**src/rtl/tag_mem_arbiter.sv**
```systemverilog
// tag_mem_arbiter: front-end controller for the 2**ADDR_W x DATA_W 1w1r tag RAM.
//   After reset it sweeps every entry to INIT_VAL (INIT). It then shares the write
//   port between wr0/wr1 and the read port between rd0/rd1 (RUN). Each port has its
//   own round-robin pointer. A read that would hit the address being written in the
//   same cycle is stalled, so the RAM never sees a same-address read/write.
// Ports:
//   CLK, RST                : clock, asynchronous active-high reset
//   init_done               : high once the init sweep has completed
//   wrN_req/addr/data/mask  : write requests (N = 0,1), wrN_gnt same-cycle grant
//   rdN_req/addr            : read requests (N = 0,1), rdN_gnt same-cycle grant
//   rdN_rvalid, rdata       : read return, one cycle after the grant
//   mem_ce0/a0/d0/we0/wem0  : RAM write port
//   mem_ce1/a1, mem_q1      : RAM read port (q1 valid one cycle after ce1)
//   conflict_cnt            : saturating count of stalled reads
// Optional build macro: TAG_MEM_ARBITER_STATS_EN enables conflict_cnt; when it is
//   undefined conflict_cnt is tied to zero.
module tag_mem_arbiter #(
  parameter int unsigned       ADDR_W   = 13,
  parameter int unsigned       DATA_W   = 4,
  parameter logic [DATA_W-1:0] INIT_VAL = '0
) (
  input  logic              CLK,
  input  logic              RST,
  output logic              init_done,
  input  logic              wr0_req,
  input  logic [ADDR_W-1:0] wr0_addr,
  input  logic [DATA_W-1:0] wr0_data,
  input  logic [DATA_W-1:0] wr0_mask,
  output logic              wr0_gnt,
  input  logic              wr1_req,
  input  logic [ADDR_W-1:0] wr1_addr,
  input  logic [DATA_W-1:0] wr1_data,
  input  logic [DATA_W-1:0] wr1_mask,
  output logic              wr1_gnt,
  input  logic              rd0_req,
  input  logic [ADDR_W-1:0] rd0_addr,
  output logic              rd0_gnt,
  output logic              rd0_rvalid,
  input  logic              rd1_req,
  input  logic [ADDR_W-1:0] rd1_addr,
  output logic              rd1_gnt,
  output logic              rd1_rvalid,
  output logic [DATA_W-1:0] rdata,
  output logic              mem_ce0,
  output logic [ADDR_W-1:0] mem_a0,
  output logic [DATA_W-1:0] mem_d0,
  output logic              mem_we0,
  output logic [DATA_W-1:0] mem_wem0,
  output logic              mem_ce1,
  output logic [ADDR_W-1:0] mem_a1,
  input  logic [DATA_W-1:0] mem_q1,
  output logic [15:0]       conflict_cnt
);

  typedef enum logic {
    ST_INIT = 1'b0,
    ST_RUN  = 1'b1
  } state_e;

  state_e            state_q, state_d;
  logic [ADDR_W-1:0] cnt_q, cnt_d;
  logic              init_done_q, init_done_d;
  logic              wr_ptr_q, wr_ptr_d;
  logic              rd_ptr_q, rd_ptr_d;
  logic              rd0_rvalid_q, rd0_rvalid_d;
  logic              rd1_rvalid_q, rd1_rvalid_d;

  // Arbitration helpers: *_sel = 1 means requester 1 wins
  logic              wr_any, wr_sel;
  logic              rd_any, rd_sel;
  logic [ADDR_W-1:0] wr_addr_sel, rd_addr_sel;
  logic              hazard_c;

  // Round-robin winner selection for both ports
  always_comb begin
    wr_any      = wr0_req | wr1_req;
    wr_sel      = (wr0_req & wr1_req) ? wr_ptr_q : wr1_req;
    wr_addr_sel = wr_sel ? wr1_addr : wr0_addr;
    rd_any      = rd0_req | rd1_req;
    rd_sel      = (rd0_req & rd1_req) ? rd_ptr_q : rd1_req;
    rd_addr_sel = rd_sel ? rd1_addr : rd0_addr;
  end

  // Next-state, grants and RAM port drive
  always_comb begin
    state_d      = state_q;
    cnt_d        = cnt_q;
    init_done_d  = (state_q == ST_RUN);
    wr_ptr_d     = wr_ptr_q;
    rd_ptr_d     = rd_ptr_q;
    rd0_rvalid_d = 1'b0;
    rd1_rvalid_d = 1'b0;
    hazard_c     = 1'b0;
    wr0_gnt      = 1'b0;
    wr1_gnt      = 1'b0;
    rd0_gnt      = 1'b0;
    rd1_gnt      = 1'b0;
    mem_ce0      = 1'b0;
    mem_we0      = 1'b0;
    mem_a0       = '0;
    mem_d0       = '0;
    mem_wem0     = '0;
    mem_ce1      = 1'b0;
    mem_a1       = '0;

    unique case (state_q)
      ST_INIT: begin
        mem_ce0  = 1'b1;
        mem_we0  = 1'b1;
        mem_wem0 = '1;
        mem_d0   = INIT_VAL;
        mem_a0   = cnt_q;
        cnt_d    = cnt_q + ADDR_W'(1);
        if (cnt_q == {ADDR_W{1'b1}}) begin
          state_d = ST_RUN;
        end
      end

      ST_RUN: begin
        if (wr_any) begin
          wr0_gnt  = ~wr_sel;
          wr1_gnt  = wr_sel;
          mem_ce0  = 1'b1;
          mem_we0  = 1'b1;
          mem_a0   = wr_addr_sel;
          mem_d0   = wr_sel ? wr1_data : wr0_data;
          mem_wem0 = wr_sel ? wr1_mask : wr0_mask;
          wr_ptr_d = ~wr_sel;
        end

        // Read stalls (pointer kept) when it targets the address being written
        hazard_c = rd_any & wr_any & (rd_addr_sel == wr_addr_sel);

        if (rd_any && !hazard_c) begin
          rd0_gnt      = ~rd_sel;
          rd1_gnt      = rd_sel;
          mem_ce1      = 1'b1;
          mem_a1       = rd_addr_sel;
          rd0_rvalid_d = ~rd_sel;
          rd1_rvalid_d = rd_sel;
          rd_ptr_d     = ~rd_sel;
        end
      end

      default: state_d = ST_INIT;
    endcase
  end

  // State registers
  always_ff @(posedge CLK or posedge RST) begin
    if (RST) begin
      state_q      <= ST_INIT;
      cnt_q        <= '0;
      init_done_q  <= 1'b0;
      wr_ptr_q     <= 1'b0;
      rd_ptr_q     <= 1'b0;
      rd0_rvalid_q <= 1'b0;
      rd1_rvalid_q <= 1'b0;
    end else begin
      state_q      <= state_d;
      cnt_q        <= cnt_d;
      init_done_q  <= init_done_d;
      wr_ptr_q     <= wr_ptr_d;
      rd_ptr_q     <= rd_ptr_d;
      rd0_rvalid_q <= rd0_rvalid_d;
      rd1_rvalid_q <= rd1_rvalid_d;
    end
  end

  assign init_done  = init_done_q;
  assign rd0_rvalid = rd0_rvalid_q;
  assign rd1_rvalid = rd1_rvalid_q;
  // RAM output already carries the one-cycle read latency
  assign rdata      = mem_q1;

`ifdef TAG_MEM_ARBITER_STATS_EN
  logic [15:0] conflict_cnt_q, conflict_cnt_d;

  // Saturating stalled-read counter
  always_comb begin
    conflict_cnt_d = conflict_cnt_q;
    if (hazard_c && (conflict_cnt_q != 16'hFFFF)) begin
      conflict_cnt_d = conflict_cnt_q + 16'd1;
    end
  end

  always_ff @(posedge CLK or posedge RST) begin
    if (RST) begin
      conflict_cnt_q <= 16'd0;
    end else begin
      conflict_cnt_q <= conflict_cnt_d;
    end
  end

  assign conflict_cnt = conflict_cnt_q;
`else
  assign conflict_cnt = 16'h0000;
`endif

endmodule
```
**config.mk**
```make
export PLATFORM = sky130hd
export DESIGN_NAME = tag_mem_arbiter
export DESIGN_NICKNAME = d
export VERILOG_FILES = /design/src/rtl/tag_mem_arbiter.sv
export SDC_FILE = /design/constraint.sdc
export NUM_CORES = 1
export LEC_CHECK = 0
export ABC_AREA = 0
export CAP_MARGIN = 20
export CORE_MARGIN = 4
export CORE_UTILIZATION = 30
export CTS_BUF_LIST = sky130_fd_sc_hd__clkbuf_16
export DETAILED_ROUTE_END_ITERATION = 12
export GPL_ROUTABILITY_DRIVEN = 0
export PLACE_DENSITY = 0.76
export SLEW_MARGIN = 20
export SYNTH_ARGS = -nofsm -noshare
export SYNTH_HDL_FRONTEND = slang
export SYNTH_SLANG_ARGS = --single-unit
```
**constraint.sdc**
```tcl
create_clock -name CLK -period 13.1 [get_ports CLK]
set_clock_uncertainty 0.1 [all_clocks]
set_input_delay 3.93 -clock CLK [delete_from_list [all_inputs] [get_ports CLK]]
set_output_delay 3.93 -clock CLK [all_outputs]
set_load 0.03 [all_outputs]
```
==> impl_metrics.yaml, run 1 <==
route:
  drt_pass1_iterations: 4
  vias: 2156
  drt-initial-drc-count: 110
  vias_per_cell: 5.06
  wirelength_um: 6820
  drc: 0
  ant_nets: 0
  wl_per_cell_um: 16.0
sta:
  fin_setup_tns_ns: 0
  post-route-period-util_pct: 88.9
  final-hold-violation-count: 0
  setup_viol_count_final: 0
  rsz0062_at_grt: "no"
  max_freq_ghz: 0.0858
  slew_violations: 0
  slew_headroom_pct: 45.2
  tightest_slew_ns: 0.821
  fin_crit_ns: 11.65
run:
  drv_cap: 0
worst_setup_path:
  worstSetupPathType: "in -> out"
  end_kind: "primary output"
  critPathMaxStageDelay_ns: 0.78
  slowest_stage: "o31ai_4"
  crit_top_cell: "clkdlybuf4s50_1"
  cp-start-kind: "input pin"
  path_cells: "clkdlybuf4s50_1 > buf_4 > inv_1 > a21oi_2 > mux2i_1 > xnor2_1 > nand4_1 > o31ai_4 > nor2_1 > clkdlybuf4s50_1"
  arrival_ns: 7.62
  cp.required_ns: 9.07
  crit_fanout: 21
synth:
  ys_seq_area_share_pct: 24.8
  netlist_area_sq_um: 1920
  ys.flop_type: "dfrtp_1"
  yosysWarnings: 0
  yosys_register_bits: 19
  synth.avg_cell_area_sq_um: 7.83
  ys_types: 43
  synth-edff-count: 0
  synth-async-reset-ratio_pct: 100
  syn_inst: 245
global_routing:
  grt_start_max_net_pins: 26
  grt_overflow_total: 0
  antenna_found_initial: 0
  grt_util_all_layers_pct: 17.5
  grt_pass1_wl_um: 10500
  grt_pass1_vias: 2174
outcome:
  status: "finished clean"
floorplan:
  die_area_sq_um: 7740
  dieWidth_um: 88.0
  std_cell_rows: 28
  coreArea_sq_um: 6060
  io_pins: 142
  fp.dieH_um: 88.0
  initial_core_util_pct: 31.6
cells_and_area:
  diodes: 0
  area_growth_pct: 62.7
  nets: 431
  drive_gt1_share_pct: 4.84
  fillerInstances: 591
  multiInputGateArea_sq_um: 1210
  postLayoutCoreUtil_pct: 51.5
  seqCellArea_sq_um: 475
clock_network:
  cts_max_level: 1
  clk_latency_ns: 0.25
  clkTransAtPathRegs_ns: 0.05
  cts_sinks: 19
  post_cts_buffers: 0
  clock_path_buffers: 2
  cts_tree: "yes"
  ctsRootBufferMaster: "clkbuf_16"
  postCtsResizedCells: 0
  cts.hold.buffers_added: 0
  cts_buffers: 3
placed_design:
  portBuffers: 117
  dp_hpwl_um: 5520
hold_path:
  hp-class: "reg -> reg"
pwr:
  pwr_density_cell_nw_per_um2: 56.8
  vdd_drop_max_mv: 0.0468
  p_leak_nw: 1.29
## worst paths after layout
path,startpoint,endpoint,slack (ns),depth (start not counted)
worst min-delay path,cnt_q[4]$_DFFE_PP0N_,cnt_q[4]$_DFFE_PP0N_,0.38,1
worst min register to register,cnt_q[4]$_DFFE_PP0N_,cnt_q[4]$_DFFE_PP0N_,0.38,1
worst max register to register,wr_ptr_q$_DFFE_PP0P_,rd_ptr_q$_DFFE_PP0P_,9.87,8
max in group asynchronous,RST,rd1_rvalid$_DFF_PP0_,8.38,2
worst max-delay path,wr1_req,rd1_gnt,1.45,10
min in group asynchronous,RST,init_done$_DFF_PP0_,4.03,2
## flip-flops by register name, summed over array words and instances, names as in the netlist
name / flops
cnt_q: 13
init_done: 1
init_done_d: 1
rd0_rvalid: 1
rd1_rvalid: 1
rd_ptr_q: 1
wr_ptr_q: 1
## cell usage after synthesis (2+ instances only)
master    instances  area share, %
and3_1            7            2.3
nor4b_1           3            1.4
nor3_1            4            1.0
o211ai_1          4            1.6
a21oi_1          15            3.9
a211oi_1          8            3.1
nand4_1           2           0.65
mux2i_1           9            4.7
o211a_1           4            2.1
and3_4            3            1.8
a22oi_1           4            1.6
nor2_1           18            3.5
buf_4            22            8.6
nand2_1          16            3.1
xnor2_1          16            7.3
o21ai_1           8            2.1
o22ai_1          12            3.9
dfrtp_1          19             25
nand3_1          14            3.7
inv_1            18            3.5
clkbuf_1          7            1.4
a21boi_0          3            1.2
mux2_2            2            1.2
o21ai_0           2           0.52
a21boi_1          5            2.0
nand2b_1          2           0.65
buf_2             2           0.52
## critical path, delay by kind of cell
| kind | cells | cell delay (ns) |
|---|---|---|
| buf+inv | 4 | 1.42 |
| simple gates | 2 | 0.36 |
| mux | 1 | 0.35 |
| compound gates | 2 | 1.35 |
| xor+xnor | 1 | 0.19 |
## cell families after synthesis
kind of cell | share of synthesized area (%)
compound gates | 24.8
xor+xnor | 7.76
fa+ha+maj | 0.652
buf+inv | 14.8
flops | 24.8
mux | 6.65
other cells | 0.196
simple gates | 20.4
## power by group
group	leakage [nW]	internal, mW	switching, mW	total, mW
Sequential	0.246	0.0587	0	0.0587
Combinational	1.00	0.0293	0.0262	0.0554
Clock	0.0423	0.0407	0.0225	0.0632
Total	1.29	0.129	0.0487	0.177
## layout by cell type, fill, tap and decap left out, types with 2 or more instances in the layout
master / n
a211oi_1: 8
a21boi_0: 3
a21boi_1: 5
a21oi_1: 15
a22oi_1: 4
and3_1: 7
and3_4: 3
buf_4: 2
clkbuf_16: 3
clkdlybuf4s50_1: 117
conb_1: 16
dfrtp_1: 19
inv_1: 19
mux2_2: 2
mux2i_1: 9
nand2_1: 16
nand2b_1: 2
nand3_1: 14
nand4_1: 2
nor2_1: 18
nor3_1: 4
nor4b_1: 3
o211a_1: 4
o211ai_1: 4
o21ai_1: 9
o22ai_1: 12
xnor2_1: 16
## through the flow
stage | power [mW] | instance area, sq um | worst slack, ns | hold WS (ns) | cells
global route | 0.187 | 3120 | 1.24 | 0.400 | 426
detailed placement | 0.115 | 3040 | 1.42 | 0.367 | 422
floorplan | 0.0936 | 1970 | 3.39 | 0.335 | 260
CTS | 0.180 | 3120 | 1.42 | 0.379 | 426
global placement | 0.115 | 3040 | 1.51 | 0.361 | 422
finish | 0.177 | 3120 | 1.45 | 0.375 | 426
## layer usage
| layer | wire (um) | global-route usage [%] | up-vias |
|---|---|---|---|
| met5 | 0 | 0 | - |
| met4 | 64 | 3.35 | 0 |
| met3 | 697 | 6.77 | 6 |
| met2 | 3370 | 30.2 | 103 |
| met1 | 2680 | 20.9 | 1001 |
| li1 | - | - | 1046 |
## layout make-up
type	count	area share [%]
multi-input cells	190	38.9
inverters	19	2.29
flip-flops and latches	19	15.2
clock buffers	3	2.41
repair buffers	119	38.0
well taps	75	3.01
clock inverters	1	0.120
Note: power is estimated with default switching activity, not from simulation.
==> inputs of run 2 (changes only) <==
Settings changed: HOLD_SLACK_MARGIN from default to 0.05, SKIP_CTS_REPAIR_TIMING from default to 1, SLEW_MARGIN 20 to default.
==> results of run 2 <==
No change in the layout: final DEF, timing and power equal those of run 1.
==> inputs of run 3 (changes only) <==
Settings changed: CTS_CLUSTER_SIZE from default to 8.
==> results of run 3 <==
No change in the layout: final DEF, timing and power equal those of run 1.
